## src/rtl/mdr_ctrl.sv

```systemverilog
// mdr_ctrl: memory data register with sized, aligned, sign/zero-extending
// reads and lane-replicated writes over a level-request / ack memory port.
module mdr_ctrl #(
    parameter int REG_SIZE = 32,
    parameter int TIMEOUT  = 15,
    localparam int NBYTES  = REG_SIZE / 8,
    localparam int OFFW    = $clog2(NBYTES)
) (
    input  logic                clk,
    input  logic                reset,
    input  logic                mdr_in,
    input  logic [REG_SIZE-1:0] bus_mux_out,
    input  logic                rd_start,
    input  logic                wr_start,
    input  logic [1:0]          size,
    input  logic                sign_ext,
    input  logic [OFFW-1:0]     addr_lo,
    input  logic [REG_SIZE-1:0] m_data_in,
    input  logic                m_ack,
    output logic                m_rd_req,
    output logic                m_wr_req,
    output logic [REG_SIZE-1:0] m_data_out,
    output logic [NBYTES-1:0]   m_byte_en,
    output logic [REG_SIZE-1:0] mdr_output,
    output logic                busy,
    output logic                done,
    output logic                err
);
    typedef enum logic [1:0] {IDLE, RD_WAIT, WR_WAIT} state_t;
    state_t state, state_n;
    logic [7:0] cnt, cnt_n;
    logic [1:0] sz_q, sz_n;
    logic sx_q, sx_n;
    logic [OFFW-1:0] off_q, off_n;
    logic [REG_SIZE-1:0] mdr_n, wdata_n, rd_ext, wr_rep, shifted;
    logic [NBYTES-1:0] be_n, be_calc;
    logic rd_n, wr_n, done_n, err_n, misaligned;
    int nbits;
    // Write lanes and enables come from the live inputs: they are captured on the start edge.
    always_comb begin
        wr_rep = '0;
        be_calc = '0;
        for (int i = 0; i < NBYTES; i++) begin
            wr_rep[8*i +: 8] = mdr_output[8*(i & ((1 << size) - 1)) +: 8];
            be_calc[i] = (i >= int'(addr_lo)) && (i < int'(addr_lo) + (1 << size));
        end
    end
    // Read extraction uses the latched access so the result matches the issued request.
    always_comb begin
        shifted = m_data_in >> {off_q, 3'b000};
        nbits = ((8 << sz_q) > REG_SIZE) ? REG_SIZE : (8 << sz_q);
        rd_ext = '0;
        for (int j = 0; j < REG_SIZE; j++)
            rd_ext[j] = (j < nbits) ? shifted[j] : (sx_q & shifted[nbits-1]);
    end
    always_comb begin
        state_n = state;
        cnt_n = cnt;
        sz_n = sz_q;
        sx_n = sx_q;
        off_n = off_q;
        mdr_n = mdr_output;
        wdata_n = m_data_out;
        be_n = m_byte_en;
        rd_n = m_rd_req;
        wr_n = m_wr_req;
        done_n = 1'b0;
        err_n = 1'b0;
        misaligned = (size == 2'd3 && REG_SIZE == 32) ||
                     ((32'(addr_lo) & ((32'd1 << size) - 32'd1)) != 32'd0);
        if (state == IDLE) begin
            if (rd_start || wr_start) begin
                sz_n = size;
                sx_n = sign_ext;
                off_n = addr_lo;
                cnt_n = 8'd0;
                if (misaligned) begin
                    err_n = 1'b1;
                end else if (rd_start) begin
                    state_n = RD_WAIT;
                    rd_n = 1'b1;
                end else begin
                    state_n = WR_WAIT;
                    wr_n = 1'b1;
                    wdata_n = wr_rep;
                    be_n = be_calc;
                end
            end else if (mdr_in) begin
                mdr_n = bus_mux_out;
            end
        end else if (m_ack || cnt == 8'(TIMEOUT - 1)) begin
            state_n = IDLE;
            cnt_n = 8'd0;
            rd_n = 1'b0;
            wr_n = 1'b0;
            wdata_n = '0;
            be_n = '0;
            done_n = m_ack;
            err_n = !m_ack;
            mdr_n = (m_ack && state == RD_WAIT) ? rd_ext : mdr_output;
        end else begin
            cnt_n = cnt + 8'd1;
        end
    end
    always_ff @(posedge clk or posedge reset) begin
        if (reset) begin
            state <= IDLE;
            cnt <= 8'd0;
            sz_q <= 2'd0;
            sx_q <= 1'b0;
            off_q <= '0;
            mdr_output <= '0;
            m_data_out <= '0;
            m_byte_en <= '0;
            m_rd_req <= 1'b0;
            m_wr_req <= 1'b0;
            busy <= 1'b0;
            done <= 1'b0;
            err <= 1'b0;
        end else begin
            state <= state_n;
            cnt <= cnt_n;
            sz_q <= sz_n;
            sx_q <= sx_n;
            off_q <= off_n;
            mdr_output <= mdr_n;
            m_data_out <= wdata_n;
            m_byte_en <= be_n;
            m_rd_req <= rd_n;
            m_wr_req <= wr_n;
            busy <= (state_n != IDLE);
            done <= done_n;
            err <= err_n;
        end
    end
endmodule

```

## config.mk

```make
export PLATFORM = sky130hd
export DESIGN_NAME = mdr_ctrl
export DESIGN_NICKNAME = d
export VERILOG_FILES = /design/src/rtl/mdr_ctrl.sv
export SDC_FILE = /design/constraint.sdc
export NUM_CORES = 1
export LEC_CHECK = 0
export ABC_AREA = 1
export CORE_MARGIN = 4
export CORE_UTILIZATION = 44
export CTS_BUF_LIST = sky130_fd_sc_hd__clkbuf_4 sky130_fd_sc_hd__clkbuf_8
export CTS_CLUSTER_DIAMETER = 30
export DETAILED_ROUTE_END_ITERATION = 12
export GPL_TIMING_DRIVEN = 0
export PLACE_DENSITY = 0.8
export SYNTH_ARGS = -nofsm -noshare
export SYNTH_HDL_FRONTEND = slang
export SYNTH_SLANG_ARGS = --single-unit
```

## constraint.sdc

```tcl
create_clock -name clk -period 2.8 [get_ports clk]
set_clock_uncertainty 0.15 [all_clocks]
set_input_delay 0.28 -clock clk [delete_from_list [all_inputs] [get_ports clk]]
set_output_delay 0.28 -clock clk [all_outputs]
set_load 0.01 [all_outputs]
```

==> summary.txt, run 1 <==
Cells and area
  – Share of cells above drive strength 1: 0.05821
  – Ant. Diodes: 0
  – # fillers: around 960
  – Layout Cells excl Fill: 999
  – Area delta synth->final: 39.64%
  – Commonest non-fill, non-tap cell in the layout: nand2_1
  – Nets@finish: 936
  – Fin area: 6875 um^2
  – Util after Layout: 0.6315
  – Most frequent cells in the layout: nand2_1 (207), clkdlybuf4s50_1 (147), o21ai_0 (90)

Place
  – Dpl hpwl: roughly 13 mm
  – Cells after DPL: 983
  – Routability congestion estimate: 0.9224
  – Port Buffers: 147
  – Cell Area, Placed: 6600 um^2

Timing
  – Fin crit share: 0.9240
  – RSZ-0062 raised after global routing: false
  – Final-report setup violation count: 0
  – Final Hold Slack: ~150 ps
  – Worst slew pin tran: 541.3 ps
  – Final min period: 2587 ps
  – Final Hold Fails: 0
  – Max_slew headroom: 0.6391
  – Pins over their slew limit: 0
  – Fmax: 386.5 MHz

Clock network
  – CTS clk-pin slew, worst paths: roughly 90 ps
  – # H-tree levels: 3
  – Setup bufs post-CTS: 0
  – CTS tree: done
  – Root buffer cell: clkbuf_8
  – Clock buffer depth: 2
  – Clk_lat worst skew: 370 ps
  – Total CTS buffers: 9
  – Hold Buf Count CTS: 0
  – Clock Sinks: roughly 90
  – PostCTS Resize Cnt: 0

Global routing
  – GRT Util Overall: 0.2463
  – First-pass GRT wire length: around 25 mm
  – Total grt overflow: 0
  – Initial antenna violation count: 0
  – Number of global-route vias before repair: 5089
  – Pin count of the biggest net entering global routing: 52

Worst setup path
  – Worst Path Max Fanout: 10
  – CP peak stage delay: 560 ps
  – CP max stage cell: clkdlybuf4s50_1
  – Worst setup path category: input pin to register
  – Most common cell on crit path: buf_2
  – Worst-path cell chain: clkdlybuf4s50_1 -> nor2_4 -> buf_2 -> inv_1 -> ha_1 -> a21oi_1 -> nand2_1 -> inv_2 -> nand4_1 -> buf_2 -> buf_2 -> nand3_1 -> o21ai_0
  – CP Data Required Time: 2880 ps
  – Startpoint Class: input pin
  – Critical Path AT: between 2000 and 3000 ps
  – Crit. End Element: register

Outcome
  – Status: finished clean

Yosys
  – Post-synth ARST share: 1.000
  – Synth Area in Compound Gates: 0.1487
  – Syn. warnings: 0
  – Mux cell area share after synthesis: 0
  – Ys flop type: dfrtp_1
  – Synth top area share: 0.4473
  – Post-Synth XOR/XNOR Area: 0.005337
  – Post-Syn Nets: between 700 and 800
  – Adder-cell area share of the yosys netlist: 0.01931
  – Simple-Gate Fraction of Synth Area: 0.2953
  – Ranking of synthesized cells by area: dfrtp_1 (45%), nand2_1 (16%), o21ai_0 (9.1%)
  – Sequential area share after synthesis: 0.4473
  – Mapped Cells: 695
  – Yosys reg bits: 88
  – EDFF count, synth: 0
  – Largest family of logic cells by synthesized area: simple AND/OR/NAND/NOR gates
  – Netlist cell types: 27
  – Syn Area/Cell: 7.084 um^2
  – Syn Std Cell Area: slightly below 5000 um^2
  – Synth area leader: dfrtp_1

Detailed routing
  – Routed len/inst: between 15 and 20 um
  – TritonRoute pass-1 iters: 5
  – Routed wire length: 15.84 mm
  – Antenna-violating nets left: 0
  – Via count: 5205
  – Vias/cell: 5.210
  – DR DRC count: 0
  – 1st-iter DRT viols: 481

Floorplanning
  – Initial Utilization: 0.4522
  – Die W: 113.8 um
  – Core Area: around 11000 um^2
  – Row count: 38
  – IO Count: 148
  – Die area: roughly 13000 um^2
  – DIE HEIGHT: about 110 um

Power and ir drop
  – Clock share of power: 0.211
  – Lkg Pwr: 3.238 nW
  – Internal power: about 3.5 mW
  – Net Sw Power: 2.118 mW
  – Combinational fraction of design power: 0.433
  – Seq pwr share: 0.355
  – Switching portion of total power: 0.3781
  – Worst VDD drop: 493.3 uV
  – Pwr/cell area: 814.6 nW/um^2

Run
  – Max-cap viol count: 0

Hold path
  – HP Class: input pin to async pin
-- registers in the layout (all words and copies together) (netlist names) --
signal	count
off_q	2
m_data_out	32
state	2
m_byte_en	4
sz_q	2
done	1
mdr_output	32
m_wr_req	1
busy	1
cnt	8
m_rd_req	1
err	1
sx_q	1
-- stage by stage --
stage	power [mW]	TNS [ps]	worst slack, ps
floorplan	3.105	0	91.45
global placement	4.349	-117830	-1282
detailed placement	4.404	-6409	-245.2
CTS	5.582	0	135.8
global route	5.926	0	57.38
finish	5.601	0	212.9
-- routing by layer --
metal / global-route usage / vias to the layer above / share of wire / wire length (um)
met1: 0.3406 / 2388 / 0.44 / 7042
met3: 0.02493 / 31 / 0.063 / 992
li1: - / 2563 / - / -
met2: 0.3981 / 223 / 0.46 / 7334
met5: 0 / - / 0 / 0
met4: 0.1021 / 0 / 0.029 / 465
-- cells in the mapped netlist (2+ instances only) --
cell	n
a21oi_1	20
nand4_1	3
o21ai_0	90
clkbuf_1	18
buf_2	19
nor3_1	3
o22ai_1	10
inv_1	53
buf_4	3
nand2_1	207
o21ai_1	9
inv_2	5
xor2_1	2
o211ai_1	3
ha_1	6
dfrtp_1	88
a31oi_1	7
nor2_1	86
nand3_1	55
-- layout make-up --
cell class                 count  area (um^2)  area share
multi-input combinational    508         2312      0.3363
sequential                    88         2202      0.3203
timing repair buffer         148         1499      0.2180
inverter                      58        220.2     0.03203
buffer                        41        196.4     0.02857
tap                          140        175.2     0.02548
clock inverter                 7        146.4     0.02129
clock buffer                   9        123.9     0.01802
-- cells by family (layout without fill, tap and decap cells) --
kind of cell,count (synthesis),after routing
buffers and inverters,99,263
AO/OA/AOI/OAI,140,140
AND/OR/NAND/NOR,358,358
adder cells (fa/ha/maj),7,7
XOR/XNOR,3,3
flip-flops,88,88
-- power by group through the flow --
stage	Clock [mW]	Sequential, mW	Combinational, mW
2_1_floorplan	0	2.07	1.04
3_3_place_gp	0	1.99	2.36
3_5_place_dp	0	2.00	2.40
4_1_cts	1.18	1.98	2.43
5_1_grt	1.24	2.03	2.65
6_report	1.18	1.99	2.43
-- final timing paths --
check / depth (start not counted) / end / from / slack (ps)
min in group clk: 3 / sx_q / sign_ext / 320
max reg2reg: 12 / mdr_output[12] / sz_q[1] / 490
max in group asynchronous: 3 / mdr_output[23] / reset / 1730
min: 2 / m_wr_req / reset / 150
min reg2reg: 2 / m_wr_req / m_wr_req / 330
max: 13 / m_data_out[5] / size[1] / 210
-- critical path: cells and delay by family --
| kind | cells | cell delay (ps) |
|---|---|---|
| AO/OA/AOI/OAI | 2 | 220 |
| adder cells (fa/ha/maj) | 1 | 170 |
| buffers and inverters | 6 | 1370 |
| AND/OR/NAND/NOR | 4 | 620 |
Note: power is estimated with default switching activity, not from simulation.
==> inputs of run 2 (changes only) <==
Settings changed: CORE_UTILIZATION 44 to 43, CTS_BUF_LIST sky130_fd_sc_hd__clkbuf_4 sky130_fd_sc_hd__clkbuf_8 to default, CTS_CLUSTER_SIZE from default to 24, PLACE_DENSITY 0.8 to 0.78.
==> run 2 against run 1 <==
Against the previous run: setup slack better by 66 ps; global-route usage increased by 0.78 points; via count up 0.44%; utilization down 0.87 points; sequential share of layout area about the same; critical path type unchanged; highest routed layer unchanged.
==> summary.txt, run 2 (synthesis results as in run 1) <==
Timing
  – Final min period: 2521 ps
  – Max_slew headroom: 0.6279
  – Final Hold Fails: 0
  – RSZ-0062 raised after global routing: false
  – Fmax: 396.7 MHz
  – Pins over their slew limit: 0
  – Final-report setup violation count: 0
  – Fin crit share: 0.9003
  – Final Hold Slack: 199.8 ps
  – Worst slew pin tran: between 500 and 600 ps

Global routing
  – Pin count of the biggest net entering global routing: 47
  – GRT Util Overall: 0.2541
  – Total grt overflow: 0
  – Number of global-route vias before repair: 5023
  – Initial antenna violation count: 0
  – First-pass GRT wire length: about 26 mm

Cells and area
  – Area delta synth->final: 39.52%
  – Most frequent cells in the layout: nand2_1 (207), clkdlybuf4s50_1 (147), o21ai_0 (90)
  – Share of cells above drive strength 1: 0.05471
  – Ant. Diodes: 0
  – Commonest non-fill, non-tap cell in the layout: nand2_1
  – # fillers: approximately 1000
  – Util after Layout: 0.6227
  – Largest regs: m_data_out: 32 flops, mdr_output: 32 flops, cnt: 8 flops
  – Nets@finish: 937

Floorplanning
  – Initial Utilization: 0.4463
  – Core Area: 11030 um^2
  – Row count: 38
  – IO Count: around 150
  – DIE HEIGHT: 115.0 um
  – Die W: 115.0 um
  – Die area: 13230 um^2

Worst setup path
  – Crit. End Element: register
  – Crit-path leading delay family: buffers and inverters
  – Critical Path AT: 2560 ps
  – CP Data Required Time: approximately 2800 ps
  – Worst-path cell chain: clkdlybuf4s50_1 -> nor2_4 -> buf_2 -> inv_1 -> ha_1 -> a21oi_1 -> nand2_1 -> inv_2 -> nand4_1 -> buf_2 -> buf_2 -> nand3_1 -> o21ai_0
  – Worst Path Max Fanout: 10
  – CP peak stage delay: 580 ps
  – Crit path buffers/inverters: 6
  – CP max stage cell: clkdlybuf4s50_1
  – Startpoint Class: input pin
  – Worst setup path category: input pin to register
  – Most common cell on crit path: buf_2

Detailed routing
  – Antenna-violating nets left: 0
  – 1st-iter DRT viols: 399
  – Via count: ~5200
  – Routed wire length: 16.75 mm
  – Vias/cell: 5.233
  – Routed len/inst: 16.76 um
  – DR DRC count: 0
  – TritonRoute pass-1 iters: 5

Power and ir drop
  – Pwr/cell area: 801.0 nW/um^2
  – Lkg Pwr: between 3 and 4 nW
  – Worst VDD drop: 458.4 uV
  – Pwr Total: 5.502 mW

Clock network
  – Clk_lat worst skew: roughly 340 ps
  – Root buffer cell: clkbuf_16
  – Total CTS buffers: 9
  – # H-tree levels: 3
  – CTS clk-pin slew, worst paths: 60 ps
  – CTS tree: done
  – Hold Buf Count CTS: 0
  – Clock buffer depth: 2
  – Clock Sinks: 88

Place
  – Routability congestion estimate: 0.9130
  – Dpl hpwl: 13.58 mm
  – Port Buffers: 147

Outcome
  – Status: finished clean

Hold path
  – HP Class: input pin to async pin

Run
  – Max-cap viol count: 0
[run 2: cell types whose count changed in the layout (fill, tap and decap cells not counted)]
cell / before / now
clkinvlp_4: 0 / 2
clkbuf_8: 9 / 0
buf_4: 3 / 4
clkinv_2: 0 / 1
inv_6: 3 / 0
clkbuf_16: 0 / 9
bufinv_16: 4 / 0
clkbuf_1: 18 / 21
[run 2: worst paths after layout]
kind                          start              to  slack [ps]  cells past startpoint
max                         size[1]  m_data_out[20]         280                     13
min                           reset        m_wr_req         200                      2
max reg2reg                 sz_q[1]  mdr_output[12]         420                     12
min reg2reg                m_wr_req        m_wr_req         320                      2
max in group asynchronous     reset  mdr_output[12]        1680                      3
min in group clk           m_wr_req        m_wr_req         320                      2
[run 2: report_power, final]
part           leakage, nW  internal, mW  switching, mW  total (mW)
sequential            1.14          1.66          0.346        2.00
combinational         1.97          1.14           1.29        2.43
clock                0.119         0.595          0.470        1.07
total                 3.23          3.39           2.11        5.50
[run 2: final cells by class]
| class | instances | area (um^2) | share of cell area |
|---|---|---|---|
| timing repair buffer | 149 | 1506 | 0.2193 |
| sequential | 88 | 2202 | 0.3206 |
| tap | 140 | 175.2 | 0.02550 |
| multi-input combinational | 508 | 2312 | 0.3366 |
| buffer | 41 | 196.4 | 0.02860 |
| inverter | 58 | 220.2 | 0.03206 |
| clock buffer | 12 | 236.5 | 0.03443 |
| clock inverter | 3 | 20.02 | 0.002914 |
[run 2: metal layers]
metal / vias to the layer above / track usage / routed length (um)
met5: - / 0 / 0
met4: 0 / 0.08059 / 375
met3: 32 / 0.03579 / 1036
met2: 220 / 0.4198 / 8027
met1: 2407 / 0.3468 / 7308
li1: 2569 / - / -
[run 2: worst register-to-register path, stage by stage, from the launching register on]
cell and delay [ps]:
dfrtp_1 400, inv_1 170, nand2_1 140, buf_4 200, ha_1 330, inv_1 70, nand2_1 60, nor2_1 180
nor2_4 60, nand3_1 240, nand2_1 120, nand2_1 90, nand2_1 60
[run 2: timing repair]
item / CTS / global route
endpoints found under the setup margin: 0 / 32
buffers inserted: 0 / 1
resized for setup: 0 / 1
[run 2: per-stage QoR]
step | cells | setup TNS, ps | setup slack [ps] | area, um^2
global placement | 982 | -109350 | -1186 | 6570
global route | 999 | 0 | 85.54 | 6869
detailed placement | 983 | -6694 | -235.9 | 6600
floorplan | 695 | 0 | 91.45 | 4923
finish | 999 | 0 | 279.2 | 6869
CTS | 998 | 0 | 69.75 | 6857
==> inputs of run 3 (changes only) <==
Settings changed: CORE_UTILIZATION 43 to 48, PLACE_DENSITY 0.78 to 0.82.
Clock period 2.8 ns to 2.35 ns, I/O delays scaled along.
==> run 3 against run 2 <==
Against the previous run: sequential power grew 19%; combinational power increased by 19%; clock-buffer cell count stayed put; largest cell class unchanged; largest power group unchanged; highest routed layer unchanged.
==> summary.txt, run 3 (synthesis results as in run 1) <==
Floorplanning
  – Row count: 36
  – Die W: 109.3 um
  – IO Count: around 150
  – Die area: approximately 12000 um^2
  – Core Area: 9864 um^2
  – Initial Utilization: 0.4991
  – DIE HEIGHT: about 110 um

Timing
  – Pins over their slew limit: 0
  – Final min period: 2186 ps
  – RSZ-0062 raised after global routing: false
  – Setup Total Neg Slack: 0 ps
  – Fmax: roughly 460 MHz
  – Max_slew headroom: 0.6566
  – Fin crit share: 0.9303
  – Final Hold Fails: 0
  – Worst slew pin tran: 515.2 ps
  – Final-report setup violation count: 0

Global routing
  – Total grt overflow: 0
  – Pin count of the biggest net entering global routing: 44
  – Initial antenna violation count: 0
  – Number of global-route vias before repair: 5279
  – First-pass GRT wire length: roughly 26 mm
  – GRT Util Overall: 0.2838

Cells and area
  – Area delta synth->final: 38.93%
  – Most frequent cells in the layout: nand2_1 (207), clkdlybuf4s50_1 (145), o21ai_0 (90)
  – Share of cells above drive strength 1: 0.06381
  – Commonest non-fill, non-tap cell in the layout: nand2_1
  – Nets@finish: 939
  – Largest regs: m_data_out: 32 flops, mdr_output: 32 flops, cnt: 8 flops
  – Util after Layout: 0.6934
  – Ant. Diodes: 0

Clock network
  – CTS tree: done
  – Clock buffer depth: 2
  – Total CTS buffers: 9
  – Clk_lat worst skew: 370 ps
  – Root buffer cell: clkbuf_8
  – # H-tree levels: 3
  – Clock Sinks: 88
  – CTS clk-pin slew, worst paths: 90 ps

Worst setup path
  – Startpoint Class: input pin
  – Worst Path Max Fanout: 10
  – Critical Path AT: around 2300 ps
  – Worst setup path category: input pin to register
  – Worst R2R End: mdr_output[31]
  – Crit. End Element: register
  – Reg2Reg Depth: 13
  – R2r setup slk: about 170 ps
  – Reg-to-Reg Start: sz_q[1]
  – CP Data Required Time: 2420 ps

Detailed routing
  – 1st-iter DRT viols: 349
  – Via count: 5352
  – Routed wire length: 16.37 mm
  – Antenna-violating nets left: 0
  – TritonRoute pass-1 iters: 5
  – DR DRC count: 0
  – Vias/cell: 5.379
  – Routed len/inst: 16.45 um

Place
  – Routability congestion estimate: between 0.9 and 1
  – Port Buffers: 147
  – Dpl hpwl: 13.19 mm

Power and ir drop
  – Worst VDD drop: about 430 uV
  – Lkg Pwr: approximately 3.2 nW
  – Pwr Total: 6.366 mW
  – Pwr/cell area: 930.6 nW/um^2

Hold path
  – HP Class: input pin to register
  – Hold depth: 3
  – Worst hold endpoint: sx_q
  – Hold_sp: sign_ext

Outcome
  – Status: finished clean

Run
  – Max-cap viol count: 0
[run 3: changes by cell type in the layout (fill, tap and decap cells not counted), sizes merged]
cell / delta
buf: +1
dlygate4sd3: +1
clkdlybuf4s50: -2
dlygate4sd2: +2
bufinv: +1
[run 3: worst max path at each step]
stage,cells after the start,startpoint,end
3_5_place_dp,13,size[1],m_data_out[26]
5_1_grt,13,sz_q[1],mdr_output[27]
4_1_cts,13,sz_q[1],mdr_output[31]
3_3_place_gp,13,size[1],m_data_out[24]
6_report,13,size[0],m_data_out[23]
2_1_floorplan,13,sz_q[1],mdr_output[31]
[run 3: metal layers]
metal  global-route usage  part of all wire  wire [um]
met5                    0                 0          0
met4               0.1060             0.020        332
met3              0.03552             0.072       1183
met2               0.4825              0.48       7937
met1               0.3713              0.42       6915
[run 3: critical path: stages]
cell and delay (ps):
dlygate4sd2_1 320, nor2_4 140, buf_2 220, inv_1 70, ha_1 180, a21oi_1 130, nand2_1 100, inv_2 60
nand4_1 140, buf_2 220, buf_2 210, nand3_1 100, o21ai_0 100
[run 3: what timing repair did]
action | in CTS | in global routing
resized for setup | 5 | 2
hold endpoints to repair | 3 | 0
endpoints found under the setup margin | 40 | 17
gates cloned | 0 | 0
hold buffers | 1 | 0
buffers inserted | 1 | 0
pin swaps | 1 | 0
[run 3: through the flow]
stage	hold slack (ps)	setup slack [ps]	instances	area, um^2
2_1_floorplan	183.2	332.0	695	4927
3_3_place_gp	309.3	-551.2	975	6565
3_5_place_dp	310.4	-672.6	977	6605
4_1_cts	239.9	62.98	995	6838
5_1_grt	305.4	29.74	995	6840
6_report	274.1	163.8	995	6840
[run 3: area by class of cell]
cell class	count	area (um^2)
Inverter	58	221.5
Fill cell	811	3024
Timing Repair Buffer	151	1526
Buffer	41	197.7
Multi-Input combinational cell	508	2320
Clock inverter	4	51.30
Tap cell	133	166.4
Sequential cell	88	2202
Clock buffer	12	155.1
[run 3: power by group]
part	switching (mW)	leakage (nW)	internal, mW
registers	0.409	1.14	1.97
logic	1.52	1.98	1.36
clock network	0.549	0.103	0.552
total	2.48	3.22	3.88
